`src/rtl/ped_countdown_digits.sv`:
```
// Two-digit BCD pedestrian countdown timer driving tens/ones 7-segment decoder codes.
// Idle display is blank/"P"; counts down once per TICK_DIV cycles after a start request.
module ped_countdown_digits #(
  parameter int unsigned TICK_DIV = 50000000,
  parameter int unsigned MAX_SECS = 99
) (
  input  logic       clk,
  input  logic       reset_n,
  input  logic       start,
  input  logic [6:0] load_secs,
  input  logic       hold,
  output logic [3:0] tens_value,
  output logic [3:0] ones_value,
  output logic       busy,
  output logic       done
);

  localparam int unsigned PW = (TICK_DIV > 2) ? $clog2(TICK_DIV) : 1;
  localparam logic [3:0] CODE_P     = 4'hA;
  localparam logic [3:0] CODE_BLANK = 4'hF;

  typedef enum logic {IDLE, RUN} state_t;

  state_t        state_q, state_d;
  logic [PW-1:0] presc_q, presc_d;
  logic [3:0]    tens_q, tens_d;
  logic [3:0]    ones_q, ones_d;
  logic [3:0]    tens_value_q, tens_value_d;
  logic [3:0]    ones_value_q, ones_value_d;
  logic          busy_q, busy_d;
  logic          done_q, done_d;

  logic [6:0]    secs_c;
  logic [3:0]    ld_tens_c;
  logic [3:0]    ld_ones_c;
  logic          tick_c;
  logic          last_c;

  // Clamp the requested value and split it into BCD digits.
  always_comb begin
    secs_c    = (load_secs > 7'(MAX_SECS)) ? 7'(MAX_SECS) : load_secs;
    ld_tens_c = 4'(secs_c / 7'd10);
    ld_ones_c = 4'(secs_c % 7'd10);
    tick_c    = (presc_q == PW'(TICK_DIV - 1));
    last_c    = (tens_q == 4'd0) && (ones_q == 4'd1);
  end

  // Next-state, counter and display logic; priority start > hold > tick.
  always_comb begin
    state_d = state_q;
    presc_d = presc_q;
    tens_d  = tens_q;
    ones_d  = ones_q;
    done_d  = 1'b0;

    case (state_q)
      IDLE: begin
        if (start) begin
          if (load_secs == 7'd0) begin
            done_d = 1'b1;
          end else begin
            state_d = RUN;
            presc_d = '0;
            tens_d  = ld_tens_c;
            ones_d  = ld_ones_c;
          end
        end
      end
      RUN: begin
        if (start) begin
          presc_d = '0;
          if (load_secs == 7'd0) begin
            state_d = IDLE;
            done_d  = 1'b1;
          end else begin
            tens_d = ld_tens_c;
            ones_d = ld_ones_c;
          end
        end else if (!hold) begin
          if (tick_c) begin
            presc_d = '0;
            if (last_c) begin
              state_d = IDLE;
              done_d  = 1'b1;
            end else if (ones_q == 4'd0) begin
              ones_d = 4'd9;
              tens_d = tens_q - 4'd1;
            end else begin
              ones_d = ones_q - 4'd1;
            end
          end else begin
            presc_d = presc_q + PW'(1);
          end
        end
      end
      default: state_d = IDLE;
    endcase

    busy_d = (state_d == RUN);
    if (state_d == RUN) begin
      tens_value_d = (tens_d == 4'd0) ? CODE_BLANK : tens_d;
      ones_value_d = ones_d;
    end else begin
      tens_value_d = CODE_BLANK;
      ones_value_d = CODE_P;
    end
  end

  always_ff @(posedge clk) begin
    if (!reset_n) begin
      state_q      <= IDLE;
      presc_q      <= '0;
      tens_q       <= 4'd0;
      ones_q       <= 4'd0;
      tens_value_q <= CODE_BLANK;
      ones_value_q <= CODE_P;
      busy_q       <= 1'b0;
      done_q       <= 1'b0;
    end else begin
      state_q      <= state_d;
      presc_q      <= presc_d;
      tens_q       <= tens_d;
      ones_q       <= ones_d;
      tens_value_q <= tens_value_d;
      ones_value_q <= ones_value_d;
      busy_q       <= busy_d;
      done_q       <= done_d;
    end
  end

  assign tens_value = tens_value_q;
  assign ones_value = ones_value_q;
  assign busy       = busy_q;
  assign done       = done_q;

endmodule

```
`config.mk`:
```
export PLATFORM = sky130hd
export DESIGN_NAME = ped_countdown_digits
export DESIGN_NICKNAME = d
export VERILOG_FILES = /design/src/rtl/ped_countdown_digits.sv
export SDC_FILE = /design/constraint.sdc
export NUM_CORES = 1
export LEC_CHECK = 0
export ABC_AREA = 1
export BUFFER_PORTS_ARGS = -buffer_cell sky130_fd_sc_hd__buf_2
export CAP_MARGIN = 40
export CORE_AREA = 2 2 86 88
export DETAILED_ROUTE_END_ITERATION = 8
export DIE_AREA = 0 0 88 90
export GPL_ROUTABILITY_DRIVEN = 0
export SETUP_SLACK_MARGIN = 0.15
export SLEW_MARGIN = 20
export SYNTH_ARGS = -nofsm -noshare
export SYNTH_HDL_FRONTEND = slang
export SYNTH_SLANG_ARGS = --single-unit
```
`constraint.sdc`:
```
create_clock -name clk -period 3.7 [get_ports clk]
set_input_delay 0.185 -clock clk [delete_from_list [all_inputs] [get_ports clk]]
set_output_delay 0.185 -clock clk [all_outputs]
set_load 0.05 [all_outputs]
```
After elaboration in Yosys (flattened, before gate mapping)
Cells that the tools add are included.
- register bits after elaboration: 44
- output and inout port bits: 10
- input bits: 11
- $lt $le $gt $ge: 1
- $add $sub $neg: 3
- multiplexer cells: 37
- equality and inequality tests: 5
- reduce and logical (&&, ||, !) cells: 8
- bitwise gates (word level): 3
- divide/modulo/power cells: 2
- operators with widths (kind ; count):
    $mux W26 ; 5
    $mux W4 ; 14
    $pmux W26 S2 ; 1
    $add A26 B1 Y26 const B ; 1
    $eq A26 B26 Y1 const B ; 1
    $pmux W4 S2 ; 2
    $logic_not A4 Y1 ; 3
    $mux W1 ; 12
    $sub A4 B1 Y4 const B ; 2
    $div A7 B4 Y7 const B ; 1
    $gt A7 B7 Y1 const B ; 1
    $logic_not A7 Y1 ; 1
    $mod A7 B4 Y7 const B ; 1
    $mux W7 ; 1
    $eq A4 B1 Y1 const B ; 1
    $ne A2 B2 Y1 const B ; 2
    $pmux W1 S2 ; 2
    $ne A3 B3 Y1 const B ; 1
    $not A1 Y1 ; 3
    $reduce_and A3 Y1 ; 1
    $reduce_or A3 Y1 ; 1
    $reduce_and A2 Y1 ; 1
    $logic_and A1 B1 Y1 ; 1

Depth between registers and ports, before layout
Gate-level depths: netlist of run 1.
- word-level depth: 9
- depth in mapped cells: 30

Worst setup path after synthesis of run 1
No wires, ideal clock.
- path kind: in2reg
- start point: input load_secs[6]
- end point: register ones_value_q[1] (netlist: ones_value[1])
- required time: 3564 ps
- setup time: 136 ps
- setup slack: 1127 ps
- cell stages on the path: 30
- arrival time: 2438 ps
- cell sequence: nand2_1 -> nand2_1 -> inv_1 -> ha_1 -> inv_1 -> nand2_2 -> nand2_1 -> nand2_2 -> nand2_1 -> inv_1 -> ha_1 -> inv_1 -> nand3_2 -> nand2_4 -> nand2_2 -> nand2_2 -> nand3_2 -> nand2_2 -> nand2_1 -> nand2_1 -> nand2_1 -> inv_1 -> ha_1 -> inv_1 -> nand3_2 -> nand2_1 -> inv_1 -> nand3_1 -> nand3_1 -> nand3_1
- cells in the longest elaborated chain, start to end: 6
- elaborated cells on any way between the ends: 13
- those cells by class: div: 1; order compare: 1; mux: 9; reduce/logical: 2
- RTL lines (element ; line ; RTL):
    start, declared ; 10 ; input logic [6:0] load_secs,
    $gt A7 B7 Y1 ; 41 ; secs_c = (load_secs > 7'(MAX_SECS)) ? 7'(MAX_SECS) : load_secs;
    $mux W7 ; 41 ;
    $mod A7 B4 Y7 ; 43 ; ld_ones_c = 4'(secs_c % 7'd10);
    $mux W4 ; 59, 72 ;
    $mux W4, on equally long branches ; 70, 58 ;
    $pmux W4 S2 ; 56 ; case (state_q)
    end signal, assigned ; 125 ; ones_value_q <= ones_value_d;
    end, declared ; 29 ; logic [3:0] ones_value_q, ones_value_d;
Several ways; a longest one is shown, not always the timed one.
A chain may end at the register's enable or synchronous reset.

Final worst setup path of run 1
Same ends and word-level chain as after synthesis.

==> qor.csv, run 1 <==
metric,value,unit
outcome,finished clean,
fillCellCount,733,
fin_crit_sh,73.6,%
vias,2649,
rsz0062_at_grt,no,
crit_top_cell,nand2_1,
synth_top_area_share,32.4,%
grt_pass1_vias,2430,
yosysSeqAreaShare,32.4,%
power.total,1.16,mW
multi_input_area,1530,sq um
cp-start-kind,input port,
synthesis.nets,428,
holdWs,166,ps
cts_setup_buffers,0,
tightest_slew,659,ps
hold_viol,0,
yosys.area.top_type,dfxtp_1,
finalCriticalPeriod,2720,ps
endpoint_kind,register,
wl_per_cell,12.0,um
max_freq,367,MHz
setup_violations,0,
clkPwrFrac,33.9,%
netlist_instances,412,
num_antenna_cells,0,
drt_wl_total,6470,um
clockBufferDepth,2,
max_stage_delay,160,ps
overflow,0,
fp.coreArea,7020,sq um
yosysUniqueCellTypes,40,
synthToLayoutAreaGrowth,12.6,%
crit_fanout,6,
antenna_found_initial,0,
drv_cap,0,
yosys_warnings,0,
power_frac_seq,43.8,%
rrSetupSlack,1260,ps
grt_max_degree,15,
insertion_delay,310,ps
path_class,input port to register,
synth_area,2720,sq um
timing.rr.end,presc_q[18],
arrival,2890,ps
swShare,31.7,%
final_layout_size_suffix_gt1_share,14.8,%
cell_internal_pwr,0.791,mW
cts_made_buffers,5,
fin_ws,978,ps
grt_pass1_wl,11000,um
finalMaxSlewViolations,0,
crit_start,load_secs[6],
fp.dieW,88,um
dieHeight,90,um
io_pins,21,
first_iter_violations,93,
design_area,3060,sq um
synth_edf_count,0,
register_area,881,sq um
pwr-share-comb,22.3,%
cts_tree,done,
postRouteAntennaNets,0,
synthFlopType,dfxtp_1,
start_util,38.7,%
crit_slowest_cell,ha_1,
dpl.hpwl,5110,um
cp.depth,30,
dr.pass1.iters,5,
p_switching,0.367,mW
setup_tns,0,ps
ys_ff_latch,44,
num_rows,31,
num-nets-final,454,
dpl-instance-area,2940,sq um
r2r_start,presc_q[0],
worst_hold_path_type,input port to register,
ir_worst_vdd,0.212,mV
finClkSkew,6.31,ps
synth-async-reset-ratio,0,%
htree_levels,2,
power.leakage,1.37,nW
slew_headroom,56.0,%
required,3870,ps
track_usage,17.6,%
via_per_inst,4.92,
ff2ff_path_depth,16,
clock_sinks,44,
critPathTopFamily,simple AND/OR/NAND/NOR gates,
critPathBufInv,7,
drc,0,
endpoint,ones_value[1],
ctsHoldBuffers,0,
dieArea,7920,sq um
clk_pin_slew_worst_paths,80,ps
synth_area_leaders,"dfxtp_1 (32%), nand2_1 (11%), inv_1 (10%)",
cts-root-buf,clkbuf_8,
pre_cts_slack,645,ps
portBuffers,20,
syn_avg_cell_area,6.60,sq um
post_cts_resized,0,
cellPowerDensity,378,nW/um^2
stage by stage:
step,util (%),std cells
finish,43.6,538
global route,43.6,538
CTS,43.6,538
detailed placement,41.9,530
global placement,41.9,530
floorplan,-,412
power groups by stage:
stage	registers [mW]	clock network, mW	logic [mW]
5_1_grt	0.510	0.431	0.293
6_report	0.508	0.392	0.258
3_3_place_gp	0.518	0	0.256
3_5_place_dp	0.519	0	0.260
2_1_floorplan	0.551	0	0.165
4_1_cts	0.508	0.403	0.261
sequential cells by signal, summed over array words and instances, names as in the netlist:
name / count
busy: 1
done: 1
ones_q: 4
ones_value: 4
presc_q: 26
tens_q: 4
tens_value: 4
cell usage in the layout, fill, tap and decap left out, types with 3 or more instances in the layout:
| master | instances |
|---|---|
| and3_1 | 3 |
| nand3_1 | 32 |
| dfxtp_1 | 44 |
| a221oi_1 | 3 |
| clkbuf_8 | 6 |
| buf_2 | 20 |
| nor2_1 | 48 |
| ha_1 | 5 |
| inv_2 | 4 |
| nor3_1 | 4 |
| nand2_4 | 3 |
| nand4_1 | 10 |
| nor4_1 | 6 |
| nand2_1 | 81 |
| a211oi_1 | 5 |
| o21ai_0 | 16 |
| a21oi_1 | 26 |
| nor2_4 | 4 |
| nor2_2 | 4 |
| inv_1 | 76 |
| nand3_2 | 5 |
| nand2_2 | 8 |
Yosys cell counts, types with 2 or more instances:
cell / instances
and3_1: 3
o21ai_0: 16
a21oi_1: 26
nor4_1: 6
a211oi_1: 5
dfxtp_1: 44
nand2_4: 3
nand4_2: 2
nor2_2: 4
nand3_2: 5
a22oi_1: 2
nor2_4: 4
ha_1: 5
inv_2: 4
nor2_1: 48
o21a_1: 2
a21oi_2: 2
nor3_1: 4
a221oi_1: 3
o211a_1: 2
inv_1: 76
nand2_2: 8
nand3_1: 32
nand2_1: 81
nand4_1: 10
kinds of logic (layout without fill, tap and decap cells):
group,count (synthesis),count (layout),share of synthesized area [%]
AOI/OAI and AO/OA,65,65,14.6
xor gates and xnor gates,1,1,0.322
adders and majority gates,5,5,2.30
buffers and inverters,83,110,11.5
DFF,44,44,32.4
and+or+nand+nor,214,214,38.9
per-layer routing:
metal	GRT usage (%)	share of wire (%)	wire, um	up-vias
li1	-	-	-	1399
met1	21.5	44	2880	1188
met2	29.4	49	3180	51
met3	4.50	4.1	264	11
met4	5.90	2.4	155	0
met5	0	0	0	-
tightest hold or removal path, stage by stage:
cell and delay (ps):
buf_2 140, nand2_1 70, nor2_1 40
layout make-up:
class | instances | area share, %
well taps | 99 | 4.04
clock buffers | 6 | 2.69
inverters | 81 | 9.92
repair buffers | 21 | 3.51
clock inverters | 2 | 1.27
flip-flops and latches | 44 | 28.7
multi-input cells | 285 | 49.8
how the worst min path moves through the flow:
| stage | start | end | slack, ps | depth (start not counted) |
|---|---|---|---|---|
| global placement | presc_q[22] | presc_q[22] | 460 | 2 |
| global route | reset_n | presc_q[16] | 160 | 3 |
| finish | reset_n | presc_q[16] | 170 | 3 |
| detailed placement | presc_q[22] | presc_q[22] | 460 | 2 |
| CTS | reset_n | presc_q[16] | 160 | 3 |
| floorplan | reset_n | presc_q[16] | 310 | 2 |
No activity file was read; power rests on OpenSTA's default activity.
==> run 2: changes to the inputs <==
clock period = 2.46 ns   (was 3.7 ns; I/O delays follow)
==> qor.csv, run 2 (synthesized netlist as in run 1, its figures left out) <==
metric,value,unit,change
drc,0,,unchanged
fp.dieW,88,um,unchanged
via_per_inst,4.88,,-0.95%
drt_wl_total,7060,um,+9.0%
critPathBufInv,6,,-1
insertion_delay,310,ps,about the same
finClkSkew,7.14,ps,+0.832 ps
first_iter_violations,123,,+32%
cts_made_buffers,5,,unchanged
worst_hold_path_type,input port to register,,
crit_fanout,4,,-2
fp.coreArea,7020,sq um,unchanged
clockBufferDepth,2,,unchanged
num_rows,31,,unchanged
multi_input_area,1750,sq um,+15%
cellPowerDensity,584,nW/um^2,+54%
register_area,883,sq um,+0.28%
htree_levels,2,,unchanged
vias,2814,,+6.2%
slew_headroom,59.0,%,+3.0 points
track_usage,18.2,%,+0.68 points
crit_top_cell,nand2_4,,
required,2700,ps,-1170 ps
finalCriticalPeriod,2290,ps,
tightest_slew,614,ps,-45.0 ps
setup_violations,0,,unchanged
ctsHoldBuffers,0,,unchanged
cts_tree,done,,
fillCellCount,657,,-10%
num-nets-final,493,,+8.6%
dr.pass1.iters,4,,-1
final_layout_size_suffix_gt1_share,30.5,%,+16 points
dieArea,7920,sq um,unchanged
cts-root-buf,clkbuf_8,,
hold_viol,0,,unchanged
num_antenna_cells,0,,unchanged
crit_slowest_cell,ha_4,,
arrival,2530,ps,-360 ps
dpl.hpwl,5210,um,+2.1%
io_pins,21,,unchanged
layout_common_cells,"inv_1 (69), nand2_1 (67), nor2_1 (43)",,
max_stage_delay,150,ps,about the same
final_common_cell,inv_1,,
start_util,38.7,%,unchanged
dieHeight,90,um,unchanged
power.total,2.13,mW,+84%
wl_per_cell,12.2,um,+1.6%
path_class,input port to register,,
drv_cap,0,,unchanged
clk_pin_slew_worst_paths,90,ps,about the same
ir_worst_vdd,0.450,mV,+110%
cp-start-kind,input port,,
max_freq,437,MHz,
synthToLayoutAreaGrowth,33.9,%,
grt_pass1_vias,2702,,+11%
critPathTopFamily,simple AND/OR/NAND/NOR gates,,
endpoint_kind,register,,
fin_crit_sh,93.0,%,
top_register,presc_q,,
antenna_found_initial,0,,unchanged
finalMaxSlewViolations,0,,unchanged
power.leakage,1.62,nW,+18%
grt_max_degree,15,,unchanged
portBuffers,20,,unchanged
rsz0062_at_grt,yes,,
overflow,0,,unchanged
clock_sinks,44,,unchanged
holdWs,96.5,ps,-69.4 ps
outcome,finished clean,,
largest_reg_flops,26,,unchanged
grt_pass1_wl,11700,um,+6.3%
postRouteAntennaNets,0,,unchanged
## run 2: cell types whose count changed in the layout (fill, tap and decap cells not counted), sizes merged
cell	before	now
clkinv	2	1
clkbuf	6	5
buf	21	60
bufinv	1	3
## run 2: layout make-up
type | instances | share of cell area, %
Tap cell | 99 | 3.40
Clock inverter | 3 | 2.47
Timing Repair Buffer | 60 | 11.4
Sequential cell | 44 | 24.2
Inverter | 81 | 8.55
Multi-Input combinational cell | 285 | 48.0
Clock buffer | 5 | 1.89
## run 2: where the power goes
group / switching [mW] / internal, mW
sequential: 0.0210 / 0.742
clock: 0.268 / 0.508
combinational: 0.361 / 0.227
## run 2: final timing paths
kind	cells past startpoint	slack [ps]	from	endpoint
setup reg to reg	15	220	presc_q[0]	ones_q[2]
hold reg to reg	2	470	presc_q[22]	presc_q[22]
hold / removal	3	100	reset_n	presc_q[16]
setup / recovery	29	170	load_secs[5]	ones_q[2]
## run 2: repair_timing
action                     CTS  global route
setup endpoints to repair   11            17
setup buffers                6             5
gates resized for setup     20            30
cloned                       0             0
pin swaps                    9            20
## run 2: metrics by stage
| step | std cells | TNS [ps] | cell area [sq um] | setup WS [ps] | util, % |
|---|---|---|---|---|---|
| finish | 577 | 0 | 3640 | 172 | 51.9 |
| global route | 577 | -7.89 | 3640 | -7.89 | 51.9 |
| CTS | 572 | 0 | 3500 | 152 | 49.9 |
| detailed placement | 558 | -3340 | 3220 | -332 | 45.8 |
| global placement | 558 | -1990 | 3220 | -206 | 45.8 |
| floorplan | 412 | 0 | 2780 | 13.9 | - |
## run 2: worst reg2reg max path, delay by kind of cell (launching register included)
kind | cells | cell delay, ps
flip-flops | 1 | 350
AO/OA/AOI/OAI | 3 | 400
AND/OR/NAND/NOR | 10 | 1170
adder cells (fa/ha/maj) | 1 | 140
buffers and inverters | 1 | 50
## run 2: metal layers
layer	vias to the layer above	track usage, %	share of wire, %
li1	1469	-	-
met1	1281	21.7	44
met2	54	32.7	51
met3	10	3.12	3.1
met4	0	5.51	1.4
met5	-	0	0
==> run 3: changes to the inputs <==
CELL_PAD_IN_SITES_DETAIL_PLACEMENT = 1   (was default)
CELL_PAD_IN_SITES_GLOBAL_PLACEMENT = 1   (was default)
CORE_AREA = 2 2 87 89   (was 2 2 86 88)
DIE_AREA = 0 0 89 91   (was 0 0 88 90)
PLACE_DENSITY_LB_ADDON = 0.1   (was default)
SKIP_LAST_GASP = 1   (was default)
==> qor.csv, run 3 (synthesized netlist as in run 1, its figures left out) <==
metric,value,unit,change
drc,0,,unchanged
vias,2958,,+5.1%
finalCriticalPeriod,2350,ps,+58.0 ps
drv_cap,0,,unchanged
setup_tns,0,ps,unchanged
drt_wl_total,8600,um,+22%
num_antenna_cells,0,,unchanged
required,2690,ps,about the same
clockBufferDepth,2,,unchanged
worst_hold_path_type,input port to register,,
dr.pass1.iters,6,,+2
num_rows,31,,unchanged
max_stage_delay,160,ps,about the same
critPathTopFamily,simple AND/OR/NAND/NOR gates,,
first_iter_violations,62,,-50%
pre_cts_slack,-437,ps,-105 ps
arrival,2580,ps,+50 ps
cp-start-kind,input port,,
rrSetupSlack,240,ps,+20 ps
power.leakage,1.69,nW,+4.3%
dieArea,8100,sq um,+2.3%
clock_sinks,44,,unchanged
outcome,finished clean,,
largest_reg_flops,26,,unchanged
crit_fanout,5,,+1
min_to,presc_q[16],,
top_register,presc_q,,
pwr-share-comb,33.9,%,+6.3 points
htree_levels,2,,unchanged
insertion_delay,300,ps,about the same
cellPowerDensity,505,nW/um^2,-13%
wl_met1,3620,um,+15%
whs_path_depth,3,,unchanged
fp.coreArea,7140,sq um,+1.7%
synthToLayoutAreaGrowth,38.2,%,
swShare,35.7,%,+5.2 points
portBuffers,20,,unchanged
fin_crit_sh,95.4,%,+2.4 points
grt_pass1_wl,14000,um,+19%
endpoint_kind,register,,
dpl.hpwl,6300,um,+21%
layout_common_cells,"inv_1 (68), nand2_1 (64), buf_4 (50)",,
finalMaxSlewViolations,0,,unchanged
hold_viol,0,,unchanged
grt_pass1_vias,3103,,+15%
max_freq,426,MHz,-2.5%
ctsHoldBuffers,0,,unchanged
path_class,input port to register,,
track_usage,21.7,%,+3.4 points
ir_worst_vdd,0.370,mV,-18%
via_per_inst,5.01,,+2.8%
cts-root-buf,clkbuf_8,,
slew_headroom,55.3,%,-3.7 points
critPathBufInv,8,,+2
overflow,0,,unchanged
power_frac_seq,40.2,%,+4.3 points
hold_start,reset_n,,
fp.dieW,89,um,+1.1%
clk_pin_slew_worst_paths,90,ps,about the same
dieHeight,91,um,+1.1%
setup_violations,0,,unchanged
r2r_start,presc_q[0],,
top_layer,met4,,
cts_made_buffers,5,,unchanged
wl_per_cell,14.6,um,+19%
crit_top_cell,nand2_2,,
finClkSkew,5.38,ps,-1.76 ps
cts_tree,done,,
num-nets-final,506,,+2.6%
wl_met3,113,um,-48%
timing.rr.end,ones_q[1],,
ff2ff_path_depth,14,,-1
rsz0062_at_grt,yes,,
antenna_found_initial,0,,unchanged
start_util,38.1,%,-0.63 points
p_switching,0.679,mW,+4.4%
clkPwrFrac,25.9,%,-11 points
crit_slowest_cell,ha_4,,
route.met2.wl,4720,um,+31%
final_layout_size_suffix_gt1_share,34.4,%,+3.9 points
fin_ws,114,ps,-58.0 ps
tightest_slew,670,ps,+55.5 ps
cell_internal_pwr,1.22,mW,-17%
io_pins,21,,unchanged
grt_max_degree,15,,unchanged
final_common_cell,inv_1,,
postRouteAntennaNets,0,,unchanged
-- run 3: layer usage --
layer  vias to the layer above  global-route usage (%)
li1                       1489                       -
met1                      1436                    24.6
met2                        21                    40.2
met3                        12                    3.18
met4                         0                    7.34
met5                         -                       0
-- run 3: area by class of cell --
cell class | instances | area [sq um]
clock buffer | 6 | 82.6
clock inverter | 2 | 10.0
multi-input combinational | 285 | 1820
sequential | 44 | 887
tap | 99 | 124
fill | 941 | 3380
timing repair buffer | 73 | 529
inverter | 81 | 309
-- run 3: repair_timing --
action | in CTS | in global routing
setup endpoints to repair | 14 | 26
setup buffers | 10 | 11
gates resized for setup | 33 | 40
pin swaps | 23 | 26
-- run 3: metrics by stage --
step / total power [mW] / hold WS (ps) / util (%) / cells / area, sq um
after floorplan: 1.09 / 249 / - / 412 / 2780
after global placement: 1.25 / 428 / 45.4 / 561 / 3240
after detailed placement: 1.26 / 432 / 45.4 / 561 / 3240
after CTS: 1.83 / 109 / 49.5 / 579 / 3530
after global routing: 1.99 / 117 / 52.7 / 590 / 3760
final: 1.90 / 107 / 52.7 / 590 / 3760
-- run 3: worst max-delay path by stage --
stage                    endpoint  slack [ps]          from  cells after the start
global route            ones_q[1]         -70  load_secs[6]                     29
global placement        ones_q[2]        -230  load_secs[5]                     30
detailed placement      ones_q[1]        -440  load_secs[5]                     30
finish                  ones_q[1]         110  load_secs[5]                     30
CTS                     ones_q[1]         130  load_secs[5]                     29
floorplan           ones_value[1]          10  load_secs[6]                     29
-- run 3: power groups by stage --
stage	Clock, mW	Combinational (mW)	Sequential (mW)
CTS	0.500	0.569	0.764
floorplan	0	0.263	0.828
detailed placement	0	0.484	0.780
global route	0.519	0.700	0.768
finish	0.493	0.643	0.764
global placement	0	0.472	0.779
-- run 3: worst min-delay path, stage by stage --
cell and delay [ps]:
buf_2 140, nand2_1 70, nor2_1 40
